`config.mk`:
```
export PLATFORM = sky130hd
export DESIGN_NAME = vga_timing_gen
export DESIGN_NICKNAME = d
export VERILOG_FILES = /design/src/rtl/vga_pkg.sv /design/src/rtl/vga_axis_counter.sv /design/src/rtl/vga_timing_gen.sv
export SDC_FILE = /design/constraint.sdc
export NUM_CORES = 1
export LEC_CHECK = 0
export ABC_AREA = 1
export BUFFER_PORTS_ARGS = -buffer_cell sky130_fd_sc_hd__clkbuf_2
export CORE_ASPECT_RATIO = 0.75
export CORE_MARGIN = 3
export CORE_UTILIZATION = 35
export CTS_CLUSTER_SIZE = 10
export DETAILED_ROUTE_END_ITERATION = 10
export GPL_TIMING_DRIVEN = 0
export SLEW_MARGIN = 20
export SYNTH_ARGS = -nofsm -noshare
export SYNTH_HDL_FRONTEND = slang
export SYNTH_SLANG_ARGS = --single-unit
export TNS_END_PERCENT = 50
```
`constraint.sdc`:
```
create_clock -name Clk -period 2 [get_ports Clk]
set_clock_uncertainty 0.1 [all_clocks]
set_input_delay 0 -clock Clk [delete_from_list [all_inputs] [get_ports Clk]]
set_output_delay 0 -clock Clk [all_outputs]
set_load 0.005 [all_outputs]
```
`src/rtl/vga_pkg.sv`:
```
// Shared VGA raster types and default 640x480@60 timing constants.
package vga_pkg;

    localparam int COORD_W = 10;
    typedef logic [COORD_W-1:0] coord_t;

    typedef enum logic [1:0] {
        ACTIVE = 2'd0,
        FRONT  = 2'd1,
        SYNC   = 2'd2,
        BACK   = 2'd3
    } vga_region_t;

    localparam int H_VISIBLE_DEF = 640;
    localparam int H_FRONT_DEF   = 16;
    localparam int H_SYNC_DEF    = 96;
    localparam int H_BACK_DEF    = 48;
    localparam int V_VISIBLE_DEF = 480;
    localparam int V_FRONT_DEF   = 10;
    localparam int V_SYNC_DEF    = 2;
    localparam int V_BACK_DEF    = 33;

    function automatic int axis_total(input int visible, input int front,
                                      input int sync_w, input int back);
        return visible + front + sync_w + back;
    endfunction

    localparam int H_TOTAL_DEF = axis_total(H_VISIBLE_DEF, H_FRONT_DEF, H_SYNC_DEF, H_BACK_DEF);
    localparam int V_TOTAL_DEF = axis_total(V_VISIBLE_DEF, V_FRONT_DEF, V_SYNC_DEF, V_BACK_DEF);

    // Region boundaries are laid out visible -> front porch -> sync -> back porch.
    function automatic vga_region_t region_of(input coord_t c, input int visible,
                                              input int front, input int sync_w);
        if (int'(c) < visible)
            return ACTIVE;
        else if (int'(c) < visible + front)
            return FRONT;
        else if (int'(c) < visible + front + sync_w)
            return SYNC;
        else
            return BACK;
    endfunction

endpackage

```
`src/rtl/vga_axis_counter.sv`:
```
// One raster axis: position counter plus registered region/sync/last flags,
// all derived from the next count so they line up with the count output.
module vga_axis_counter
    import vga_pkg::*;
#(
    parameter int N_VISIBLE = 640,
    parameter int N_FRONT   = 16,
    parameter int N_SYNC    = 96,
    parameter int N_BACK    = 48
) (
    input  logic        clk,
    input  logic        rst,
    input  logic        enable,
    input  logic        wrap,
    output coord_t      count,
    output vga_region_t region,
    output logic        sync_n,
    output logic        last
);

    localparam int     TOTAL = axis_total(N_VISIBLE, N_FRONT, N_SYNC, N_BACK);
    localparam coord_t LAST  = coord_t'(TOTAL - 1);

    if (TOTAL > 1024) begin : g_total_check
        $error("vga_axis_counter: axis total %0d exceeds 1024", TOTAL);
    end

    coord_t      count_next;
    vga_region_t region_next;

    always_comb begin
        count_next = count;
        if (enable)
            count_next = wrap ? '0 : count + coord_t'(1);
        region_next = region_of(count_next, N_VISIBLE, N_FRONT, N_SYNC);
    end

    always_ff @(posedge clk or posedge rst) begin
        if (rst) begin
            count  <= '0;
            region <= ACTIVE;
            sync_n <= 1'b1;
            last   <= 1'b0;
        end else begin
            count  <= count_next;
            region <= region_next;
            sync_n <= (region_next != SYNC);
            last   <= (count_next == LAST);
        end
    end

endmodule

```
`src/rtl/vga_timing_gen.sv`:
```
// VGA raster timing generator: Clk/2 pixel enable driving cascaded H/V axis counters.
module vga_timing_gen
    import vga_pkg::*;
#(
    parameter int H_VISIBLE = H_VISIBLE_DEF,
    parameter int H_FRONT   = H_FRONT_DEF,
    parameter int H_SYNC    = H_SYNC_DEF,
    parameter int H_BACK    = H_BACK_DEF,
    parameter int V_VISIBLE = V_VISIBLE_DEF,
    parameter int V_FRONT   = V_FRONT_DEF,
    parameter int V_SYNC    = V_SYNC_DEF,
    parameter int V_BACK    = V_BACK_DEF
) (
    input  logic         Clk,
    input  logic         Reset,
    output logic         pixel_clk,
    output logic         pix_ce,
    output logic [9:0]   DrawX,
    output logic [9:0]   DrawY,
    output logic         VGA_HS,
    output logic         VGA_VS,
    output logic         VGA_BLANK_N,
    output logic         frame_end
);

    vga_region_t h_region;
    vga_region_t v_region;
    logic        h_last;
    logic        v_last;

    always_ff @(posedge Clk or posedge Reset) begin
        if (Reset)
            pixel_clk <= 1'b0;
        else
            pixel_clk <= ~pixel_clk;
    end

    assign pix_ce = pixel_clk;

    vga_axis_counter #(
        .N_VISIBLE(H_VISIBLE),
        .N_FRONT  (H_FRONT),
        .N_SYNC   (H_SYNC),
        .N_BACK   (H_BACK)
    ) u_h_axis (
        .clk    (Clk),
        .rst    (Reset),
        .enable (pix_ce),
        .wrap   (h_last),
        .count  (DrawX),
        .region (h_region),
        .sync_n (VGA_HS),
        .last   (h_last)
    );

    // The vertical axis only steps on the pixel that ends a line.
    vga_axis_counter #(
        .N_VISIBLE(V_VISIBLE),
        .N_FRONT  (V_FRONT),
        .N_SYNC   (V_SYNC),
        .N_BACK   (V_BACK)
    ) u_v_axis (
        .clk    (Clk),
        .rst    (Reset),
        .enable (pix_ce & h_last),
        .wrap   (v_last),
        .count  (DrawY),
        .region (v_region),
        .sync_n (VGA_VS),
        .last   (v_last)
    );

    assign VGA_BLANK_N = (h_region == ACTIVE) && (v_region == ACTIVE);
    assign frame_end   = pix_ce & h_last & v_last;

endmodule

```
Yosys cells after proc, flatten, opt, wreduce, memory -nomap -nowiden. Cells that the tools add are included.

Bits in registers: 29. Bits in latches: 0. Memory bits (writable): 0. Bits in read-only memories: 0. Input port bits: 2. Output and inout port bits: 26. Logic and storage cells: 37. Memories: 0.

Add/subtract/negate cells: 2. $mul: 0. Divide/modulo/power cells: 0. Order comparisons: 6. Equal/unequal tests: 4. Shifts and indexed selects: 0. Muxes and demuxes: 10. Bitwise logic cells: 3. Reductions and logical operators: 3.

Operators by type and width (count): 10-bit two-way mux (4); 10-bit less-than comparator (second input constant) (3); 10-bit by 9-bit less-than comparator with 1-bit output (second input constant) (3); 10-bit by 1-bit adder with 10-bit output (second input constant) (2); 10-bit == test (second input constant) (2); 2-bit two-way mux (4); 2-bit zero test (2); 2-bit != test (second input constant) (2); 1-bit bitwise AND (2); 1-bit two-way mux (2); 1-bit logical AND (1); 1-bit inverter (1).

Logic depth before layout (Yosys ltp).
Word-level depth: 8. Depth in mapped cells: 12. Mapped depth without buffers: 11.

Cells and area by module. Synthesis repeated with hierarchy kept, for this count alone.

Cells, all modules: 234. Area, all modules: 1788.0 um^2.

Modules (own cells, without submodules): vga_axis_counter at u_h_axis (instances 1, cells an instance 109, area each 863.3 um^2, seq. area each 351.6 um^2); vga_axis_counter at u_v_axis (instances 1, cells an instance 110, area each 840.8 um^2, seq. area each 351.6 um^2); vga_timing_gen (instances 1, cells an instance 15, area each 83.8 um^2, seq. area each 25.0 um^2).

Least setup slack after synthesis. No wires, ideal clock.

Kind: reg2reg. From: register u_h_axis.count[0]. To: register u_h_axis.region[0]. Library setup time: 0.066 ns. Data arrival time: 1.393 ns. Required time: 1.834 ns. Path slack: 0.441 ns. Cell stages (with the launch flop): 12. Path buffers: 0. Clock period less this slack: 1.559 ns. Path through: dfrtp_1 -> ha_1 -> nand3_1 -> nor2_2 -> nor2_1 -> nor2_1 -> nand2_1 -> nor2_1 -> nand2_1 -> o21ai_1 -> nand2_1 -> nand2_1.

Cells in the longest elaborated chain, start to end: 7. Elaborated cells between the ends (all ways): 9. Classes of those cells: add/sub: 1; order compare: 3; mux: 5.

RTL lines: start, declared (line vga_axis_counter.sv:15) `output coord_t count,`; start signal, assigned (line vga_axis_counter.sv:45) `count <= count_next;`; 10-bit by 1-bit adder with 10-bit output (line vga_axis_counter.sv:34) `count_next = wrap ? '0 : count + coord_t'(1);`; 10-bit two-way mux (line vga_axis_counter.sv:34); 10-bit two-way mux * (line vga_axis_counter.sv:33) `if (enable)`; 10-bit less-than comparator (line vga_pkg.sv:38) `else if (int'(c) < visible + front + sync_w)`; 1-bit two-way mux (line vga_pkg.sv:38); 2-bit two-way mux (line vga_pkg.sv:36) `else if (int'(c) < visible + front)`; 2-bit two-way mux * (line vga_pkg.sv:34) `if (int'(c) < visible)`; net u_h_axis.region_next[0] (line vga_axis_counter.sv:29) `vga_region_t region_next;`; end signal, assigned (line vga_axis_counter.sv:46) `region <= region_next;`; end, declared (line vga_axis_counter.sv:16) `output vga_region_t region,`.

Mark *: on every way through the listed nets, which the timed path passes. The rest lies on a longest branch.

Worst setup path after layout. Ends and elaborated chain as after synthesis.

==> key figures <==
Synthesis
  – Ys Warns: 0
  – Top_reg_cell synth: dfrtp_1
  – Post-synthesis async set-or-reset flop share: 1.000
  – Post-synth cell types: 32
  – Syn Nets: 209
  – Number of synthesized register bits: 29
  – Syn_area_per_cell: 8.197 sq um
  – Register area share after synthesis: 0.4334
  – EDFF count, synth: 0
  – Synthesized cell area: 0.001680 sq mm
  – Mapped Cells: 205

CTS
  – Clock tree root buffer cell: clkbuf_8
  – Clock slew at reported path FFs: 60 ps
  – H-tree Lvls: 2
  – Clock buffer count from CTS: 5
  – Clk_lat worst skew: 280 ps
  – CTS Sinks: 29
  – CTS tree: yes
  – # resized after CTS: 0
  – Maximum buffer depth of the clock tree: 2

Pwr
  – Total power: 1.130 mW
  – P_leak: 1.102 nW
  – Peak supply drop: 0.3416 mV
  – Pwr dens: 565.5 mW/mm^2

Run
  – Max-Cap Viols: 0

Worst setup path
  – Kind of critical path: reg -> reg
  – Setup slack, reg-to-reg: 220 ps
  – CP arrival: 1890 ps
  – WP buf/inv: 0
  – Most frequent CP cell: nand2_1
  – CP top delay family: simple AND/OR/NAND/NOR gates
  – Required time of the critical path: 2110 ps
  – CP cell instances: ha_1, nand3_1, nor2_2, nor2_1, nor2_1, nand2_1, nor2_1, nand2_1, o21ai_1, nand2_1, nand2_1
  – CP Capture Type: flip-flop
  – CP peak stage delay: 460 ps
  – Worst-path fanout max: 5
  – Cells on worst reg2reg path: 11
  – Critical R2R Capture: u_h_axis.region[0]
  – Startpoint Class: flip-flop
  – FF-to-FF Start: u_h_axis.count[0]
  – Number of cells on the critical path: 11
  – CP max-delay cell: dfrtp_1

STA
  – Final Hold Vio Count: 0
  – Unrepaired setup endpoints after global routing: no
  – Setup TNS: 0 ps
  – Fin crit share: 0.8885
  – Tmin final: 1777 ps
  – Rel. slew slack: 0.5870
  – Slew Limit Fails: 0
  – WHS: 238.2 ps
  – Max Clk Rate: 562.8 MHz
  – Final setup margin: 223.0 ps
  – Final setup violation count: 0
  – Least-Margin Pin Slew: 618.7 ps

Global route
  – Grt ovf: 0
  – Number of global-route vias before repair: 1216
  – Tot GR Track Use: 0.1308
  – Initial antenna violation count: 0
  – First-pass GRT wire length: 5761 um
  – Largest net degree at the start of global routing: 30

Detailed routing
  – Detailed Route WL: 3502 um
  – Antenna viol nets, final: 0
  – First DRT Iteration DRCs: 37
  – DRC: 0
  – Post-DR vias/cell: 4.678
  – DR pass1 iterations: 4
  – Via count: 1394
  – Per-cell routed wire length: 11.75 um

Placement
  – GP Congestion: 0.8378
  – Number of port buffers: 27
  – Placed Instance Area: 0.001887 sq mm
  – DP Worst Slack: 228.5 ps
  – Placed cells: 289
  – HPWL after DPL: 2656 um

Layout
  – Layout area overhead: 18.91%
  – Most frequent cells in the layout: 44 x nand2_1, 31 x inv_1, 27 x clkbuf_2, 27 x dfrtp_1, 24 x nand3_1
  – Fin cells: 298
  – Area of the multi-input gates: 778.2 sq um
  – Final instance area: 0.001998 sq mm
  – Fin util: 0.4396
  – NumNets Final: 244
  – Antenna Cells: 0
  – Most common cell after layout, fill and taps aside: nand2_1
  – Share of cells above drive strength 1: 0.2988
  – FF+latch area: 728.2 sq um
  – Filler cells: 463

Die
  – Core Box Area: 0.004546 sq mm
  – Die extent in y: 66.01 um
  – Die Area: 0.005677 sq mm
  – Die width: 86.01 um
  – Starting Density: 0.3697
  – FP Rows: 21
  – I/O pins: 28

Outcome
  – Status: complete, no violations

Hold path
  – Hold WC Path Type: in -> async
-- layer usage --
metal  up-vias  track usage  part of all wire
met1       638       0.1961              0.54
met5         -            0                 0
met4         0      0.03557            0.0080
li1        718            -                 -
met2        33       0.1779              0.40
met3         5      0.04110             0.056
-- registers in the layout (all words and copies together), names as in the netlist --
register         cells
u_h_axis.count      10
u_v_axis.count      10
u_h_axis.region      2
u_v_axis.region      2
pix_ce               1
u_h_axis.last        1
u_h_axis.sync_n      1
u_v_axis.last        1
u_v_axis.sync_n      1
-- kinds of logic (layout without fill, tap and decap cells) --
logic type | count (synthesis) | in the layout | synth area share
flip-flops | 29 | 29 | 0.4334
AND/OR/NAND/NOR | 120 | 120 | 0.3865
XOR/XNOR | 1 | 1 | 0.009682
AO/OA/AOI/OAI | 15 | 15 | 0.05212
buffers and inverters | 38 | 74 | 0.1035
adder cells (fa/ha/maj) | 2 | 2 | 0.01489
-- worst max path at each step --
stage,start,to,slack [ps]
final,u_h_axis.count[0],u_h_axis.region[0],220
after global routing,u_h_axis.count[0],u_h_axis.region[0],0.9
after CTS,u_h_axis.count[0],u_h_axis.region[0],200
after detailed placement,u_h_axis.count[0],u_h_axis.region[0],230
after global placement,u_h_axis.count[0],u_h_axis.region[0],250
after floorplan,u_h_axis.count[0],u_h_axis.region[0],440
-- repair_timing --
item	CTS	global route
endpoints found under the hold margin	27	0
buffers inserted	0	0
hold buffers	1	0
-- cells in the mapped netlist (3+ instances only) --
master    n  area share
nand4_1   5       0.019
o21ai_1   3      0.0089
a21oi_1   7       0.021
nand3_1  24       0.071
nand2_1  44       0.098
dfrtp_1  27        0.40
nor2_1   17       0.038
nor2_4    3       0.020
nand3_2   5       0.030
inv_1    32       0.071
nor2_2    9       0.034
-- where the power goes --
part           internal [mW]  switching (mW)
clock network          0.310           0.219
logic                0.00215          0.0118
registers              0.587               0
-- layout make-up --
type	count	share of cell area
clock buffer	7	0.04822
tap	57	0.03569
multi-input combinational	138	0.3895
sequential	29	0.3644
timing repair buffer	28	0.07264
inverter	34	0.06637
buffer	4	0.02066
clock inverter	1	0.002505
-- tightest hold or removal path: cells and delay by family --
kind	cells	cell delay, ps
buffers and inverters	3	1090
(Power assumes the default switching activity.)
